## src/rtl/sent_tx_pulse_gen.sv

```systemverilog
// SENT line encoder: latches one fast-channel frame and serialises it
// as tick-timed pulses (sync, status, 6 data, CRC, optional pause).
module sent_tx_pulse_gen #(
  parameter int TICK_DIV  = 3,
  parameter int PAUSE_LEN = 0
) (
  input  logic        clk_tx,
  input  logic        reset_tx,
  input  logic        frame_start,
  input  logic [3:0]  status_nib,
  input  logic [23:0] data_nibs,
  input  logic [3:0]  crc_nib,
  output logic        ready,
  output logic        data_pulse,
  output logic [2:0]  nib_idx,
  output logic        frame_done
);

  localparam int PW = (TICK_DIV > 1) ? $clog2(TICK_DIV) : 1;

  typedef enum logic [2:0] {
    IDLE, SYNC, STATUS, DATA, CRC, PAUSE
  } state_t;

  state_t state, state_nx;

  logic [3:0]    st_q;
  logic [23:0]   data_q;
  logic [3:0]    crc_q;
  logic [2:0]    dcnt;
  logic [PW-1:0] presc;
  logic [9:0]    ticks;
  logic [3:0]    cur_nib;
  logic [9:0]    pulse_len;
  logic          tick;
  logic          pulse_end;
  logic          accept;

  assign accept = (state == IDLE) && frame_start;
  assign tick   = (presc == PW'(TICK_DIV - 1));

  always_comb begin
    cur_nib = 4'd0;
    unique case (dcnt)
      3'd1:    cur_nib = data_q[23:20];
      3'd2:    cur_nib = data_q[19:16];
      3'd3:    cur_nib = data_q[15:12];
      3'd4:    cur_nib = data_q[11:8];
      3'd5:    cur_nib = data_q[7:4];
      3'd6:    cur_nib = data_q[3:0];
      default: cur_nib = 4'd0;
    endcase
    if (state == STATUS) cur_nib = st_q;
    if (state == CRC)    cur_nib = crc_q;
  end

  always_comb begin
    pulse_len = 10'd0;
    unique case (state)
      SYNC:               pulse_len = 10'd56;
      STATUS, DATA, CRC:  pulse_len = 10'd12 + {6'd0, cur_nib};
      PAUSE:              pulse_len = 10'(PAUSE_LEN);
      default:            pulse_len = 10'd0;
    endcase
  end

  assign pulse_end = (state != IDLE) && tick &&
                     (ticks == pulse_len - 10'd1);

  always_ff @(posedge clk_tx or negedge reset_tx) begin
    if (!reset_tx) state <= IDLE;
    else           state <= state_nx;
  end

  always_comb begin
    state_nx   = state;
    ready      = 1'b0;
    frame_done = 1'b0;
    nib_idx    = 3'd0;
    data_pulse = (ticks >= 10'd5);
    unique case (state)
      IDLE: begin
        ready      = 1'b1;
        data_pulse = 1'b1;
        if (frame_start) state_nx = SYNC;
      end
      SYNC: begin
        if (pulse_end) state_nx = STATUS;
      end
      STATUS: begin
        if (pulse_end) state_nx = DATA;
      end
      DATA: begin
        nib_idx = dcnt;
        if (pulse_end && dcnt == 3'd6) state_nx = CRC;
      end
      CRC: begin
        nib_idx = 3'd7;
        if (pulse_end) begin
          if (PAUSE_LEN != 0) begin
            state_nx = PAUSE;
          end else begin
            state_nx   = IDLE;
            frame_done = 1'b1;
          end
        end
      end
      PAUSE: begin
        if (pulse_end) begin
          state_nx   = IDLE;
          frame_done = 1'b1;
        end
      end
      default: state_nx = IDLE;
    endcase
  end

  // Tick prescaler, per-pulse tick counter and data nibble pointer
  always_ff @(posedge clk_tx or negedge reset_tx) begin
    if (!reset_tx) begin
      st_q   <= '0;
      data_q <= '0;
      crc_q  <= '0;
      dcnt   <= '0;
      presc  <= '0;
      ticks  <= '0;
    end else if (accept) begin
      st_q   <= status_nib;
      data_q <= data_nibs;
      crc_q  <= crc_nib;
      dcnt   <= 3'd1;
      presc  <= '0;
      ticks  <= '0;
    end else if (state != IDLE) begin
      presc <= tick ? '0 : presc + 1'b1;
      if (pulse_end) begin
        ticks <= '0;
        if (state == DATA) dcnt <= dcnt + 3'd1;
      end else if (tick) begin
        ticks <= ticks + 10'd1;
      end
    end
  end

endmodule

```

## config.mk

```make
export PLATFORM = sky130hd
export DESIGN_NAME = sent_tx_pulse_gen
export DESIGN_NICKNAME = d
export VERILOG_FILES = /design/src/rtl/sent_tx_pulse_gen.sv
export SDC_FILE = /design/constraint.sdc
export NUM_CORES = 1
export LEC_CHECK = 0
export CAP_MARGIN = 40
export CORE_MARGIN = 3
export CORE_UTILIZATION = 45
export CTS_BUF_LIST = sky130_fd_sc_hd__clkbuf_8
export DETAILED_ROUTE_END_ITERATION = 10
export GPL_ROUTABILITY_DRIVEN = 1
export PLACE_DENSITY = 0.72
export SYNTH_ARGS = -nofsm -noshare
export SYNTH_HDL_FRONTEND = slang
export SYNTH_SLANG_ARGS = --single-unit
```

## constraint.sdc

```tcl
create_clock -name clk_tx -period 5.3 [get_ports clk_tx]
set_clock_uncertainty 0.15 [all_clocks]
set_input_delay 1.325 -clock clk_tx [delete_from_list [all_inputs] [get_ports clk_tx]]
set_output_delay 1.325 -clock clk_tx [all_outputs]
set_load 0.01 [all_outputs]
```

==> impl_metrics.env <==
export IMPL_status="finished, violations left"
export IMPL_violations="negative setup slack"
export IMPL_p_per_area_nw_per_um2=278
export IMPL_chipHeight_um=88.5
export IMPL_htreeDepth=2
export IMPL_fin_nets=427
export IMPL_finalHoldViolCount=0
export IMPL_place_ws_ps=-312
export IMPL_path_clk_slew_ps=100
export IMPL_dieArea_sq_um=7830
export IMPL_layout_setup_ws_ps=-82.9
export IMPL_whs_ps=365
export IMPL_critPathLaunchType="register"
export IMPL_rr_endpoint="ticks[1]$_DFFE_PN0P_"
export IMPL_insertion_delay_ps=320
export IMPL_mostFrequentLayoutCells="49 x dfrtp_1, 46 x buf_4, 38 x clkdlybuf4s50_1"
export IMPL_final_fill_count=540
export IMPL_regToRegStartpoint="dcnt[0]$_DFFE_PN0P_"
export IMPL_clockPowerShare_pct=22.1
export IMPL_ant_nets=0
export IMPL_p_total_mw=1.10
export IMPL_synth_ff_type="dfrtp_1"
export IMPL_regArea_sq_um=1250
export IMPL_gr_usage_all_layers_pct=20.8
export IMPL_cts_buffer_depth=2
export IMPL_fmax_mhz=186
export IMPL_dr_pass1_iters=4
export IMPL_drc=0
export IMPL_antenna_cells=0
export IMPL_p_switching_mw=0.386
export IMPL_layout_commonest_cell="dfrtp_1"
export IMPL_hold_path_depth=1
export IMPL_min_to="data_q[2]$_DFFE_PN0P_"
export IMPL_syn2layout_area_growth_pct=29.9
export IMPL_cp_arrival_ps=3910
export IMPL_peakVddDrop_mv=0.172
export IMPL_synth_cells=311
export IMPL_multi_input_area_sq_um=1750
export IMPL_async_flop_share_pct=100
export IMPL_grt_pass1_wl_mm=12.6
export IMPL_ys_warn_count=0
export IMPL_worst_pin_slew_ps=777
export IMPL_min_period_ps=5380
export IMPL_layout_drive_gt1_share_pct=30.3
export IMPL_synth_seq_cells=50
export IMPL_switching_share_pct=34.9
export IMPL_p_int_mw=0.719
export IMPL_final_util_pct=61.5
export IMPL_maxSlewViolCount=0
export IMPL_required_ps=3830
export IMPL_slew_headroom_pct=48.1
export IMPL_gr_total_overflow=0
export IMPL_antenna_found_initial=0
export IMPL_rows=29
export IMPL_seqPwrFrac_pct=46.7
export IMPL_numPortBuffers=40
export IMPL_wl_per_cell_um=16.6
export IMPL_drv_cap=0
export IMPL_setup_viol=2
export IMPL_finalSetupTns_ps=-138
export IMPL_cts_buffers=5
export IMPL_cts_sink_count=50
export IMPL_cp_max_fo=4
export IMPL_vias_per_cell=5.66
export IMPL_power_leakage_nw=1.78
export IMPL_synth_edff_count=0
export IMPL_cts_tree="built"
export IMPL_dp_hpwl_mm=5.55
export IMPL_crit_type="reg -> out"
export IMPL_core_sq_um=6460
export IMPL_cts_root_buffer="clkbuf_8"
export IMPL_routed_via_count=2603
export IMPL_r2r_cells=29
export IMPL_reg2reg_slack_ps=-60
export IMPL_grt_pass1_vias=2571
export IMPL_wl_mm=7.62
export IMPL_gp_congestion=0.916
export IMPL_ios=41
export IMPL_floorplan_initialDensity_pct=47.4
export IMPL_ys_types=59
export IMPL_die_x_um=88.5
export IMPL_synth_net_count=356
export IMPL_p_comb_share_pct=31.2
export IMPL_syn_area_per_cell_sq_um=9.84
export IMPL_min_path_type="reg -> reg"
export IMPL_grt_max_degree=51
export IMPL_post_route_period_util_pct=102
export IMPL_syn_area_sq_um=3060
export IMPL_rsz0062_at_grt="yes"
export IMPL_cp_end_kind="primary output"
export IMPL_worstHoldStart="data_q[2]$_DFFE_PN0P_"
export IMPL_ys_seq_area_share_pct=40.9
export IMPL_drt_iter0_markers=166
==> layout make-up <==
class                   count  area share (%)
multi-input cells         229            44.0
repair buffers             87            18.8
inverters                   9           0.850
flip-flops and latches     50            31.5
well taps                  77            2.42
clock buffers               5            1.73
clock inverters             3           0.724
==> power by group through the flow <==
stage / Combinational (mW) / Sequential [mW] / Clock (mW)
floorplan: 0.236 / 0.482 / 0
global placement: 0.315 / 0.518 / 0
detailed placement: 0.328 / 0.520 / 0
CTS: 0.337 / 0.513 / 0.252
global route: 0.383 / 0.526 / 0.266
finish: 0.345 / 0.515 / 0.245
==> how the worst max path moves through the flow <==
stage | endpoint | from | slack [ps]
3_3_place_gp | frame_done | dcnt[0]$_DFFE_PN0P_ | -90
2_1_floorplan | frame_done | dcnt[0]$_DFFE_PN0P_ | 250
4_1_cts | frame_done | dcnt[1]$_DFFE_PN0P_ | -80
5_1_grt | frame_done | dcnt[1]$_DFFE_PN0P_ | -290
6_report | frame_done | dcnt[0]$_DFFE_PN0P_ | -80
3_5_place_dp | frame_done | dcnt[1]$_DFFE_PN0P_ | -310
==> cell usage after synthesis (2+ instances only) <==
library cell  instances  area [sq um]
o21ai_0               8          40.0
a221oi_1              6          52.6
nor3b_1               2          15.0
a32o_1                3          30.0
buf_2                 6          30.0
inv_1                 9          33.8
xnor2_1               3          26.3
nand3b_1              2          15.0
nand2_1              38           143
a21o_1                2          15.0
o221ai_1              8          70.1
nor2_1               15          56.3
nor3_1                6          30.0
nand2b_1              9          56.3
nor4_1                2          12.5
dfrtp_1              50          1250
xor2_1                2          17.5
and2_1                6          37.5
ha_1                 10           125
a22oi_1               3          22.5
a21oi_1              11          55.1
mux2i_1               3          30.0
and3_1                7          43.8
a31oi_1               3          18.8
nor2b_1               8          50.1
clkbuf_1             14          52.6
nand4_1               3          18.8
or2_2                 3          18.8
mux2_2               33           372
nand3_1               6          30.0
a222oi_1              2          20.0
==> worst max-delay path, stage by stage, from the launching register on <==
cell	delay (ps)
dfrtp_2	460
buf_4	150
ha_1	200
ha_2	200
nand2_1	90
nand3_2	110
a221oi_2	240
a21oi_1	70
a21oi_1	170
ha_1	290
o211a_1	140
o221ai_2	170
a21oi_2	60
or4b_4	510
a311oi_4	330
nand2_2	110
nor2_2	140
buf_2	150
==> cells by family after synthesis <==
| logic type | Yosys count | synth area share, % |
|---|---|---|
| compound gates | 67 | 17.3 |
| xor+xnor | 5 | 1.43 |
| fa+ha+maj | 10 | 4.09 |
| buf+inv | 32 | 4.54 |
| flops | 50 | 40.9 |
| mux | 36 | 13.1 |
| simple gates | 111 | 18.6 |
==> per-stage QoR <==
stage               std cells  instance area [sq um]
floorplan                 311                   3060
global placement          434                   3660
detailed placement        434                   3660
CTS                       457                   3920
global route              460                   3980
finish                    460                   3980
==> what timing repair did <==
| item | in CTS | in global routing |
|---|---|---|
| resized for setup | 16 | 8 |
| pin swaps | 11 | 12 |
| buffers inserted | 16 | 3 |
| hold buffers | 0 | 0 |
| endpoints found under the setup margin | 1 | 2 |
==> state kept, by name, summed over array words and instances, names as in the netlist <==
signal  flops
dcnt        3
state       3
st_q        4
presc       2
ticks      10
data_q     24
crc_q       4
==> metal layers <==
layer | share of wire, % | vias to the layer above | track usage (%)
li1 | - | 1277 | -
met1 | 46 | 1262 | 28.7
met2 | 48 | 56 | 33.7
met3 | 4.7 | 8 | 3.72
met4 | 1.4 | 0 | 5.63
met5 | 0 | - | 0
(Power assumes the default switching activity.)
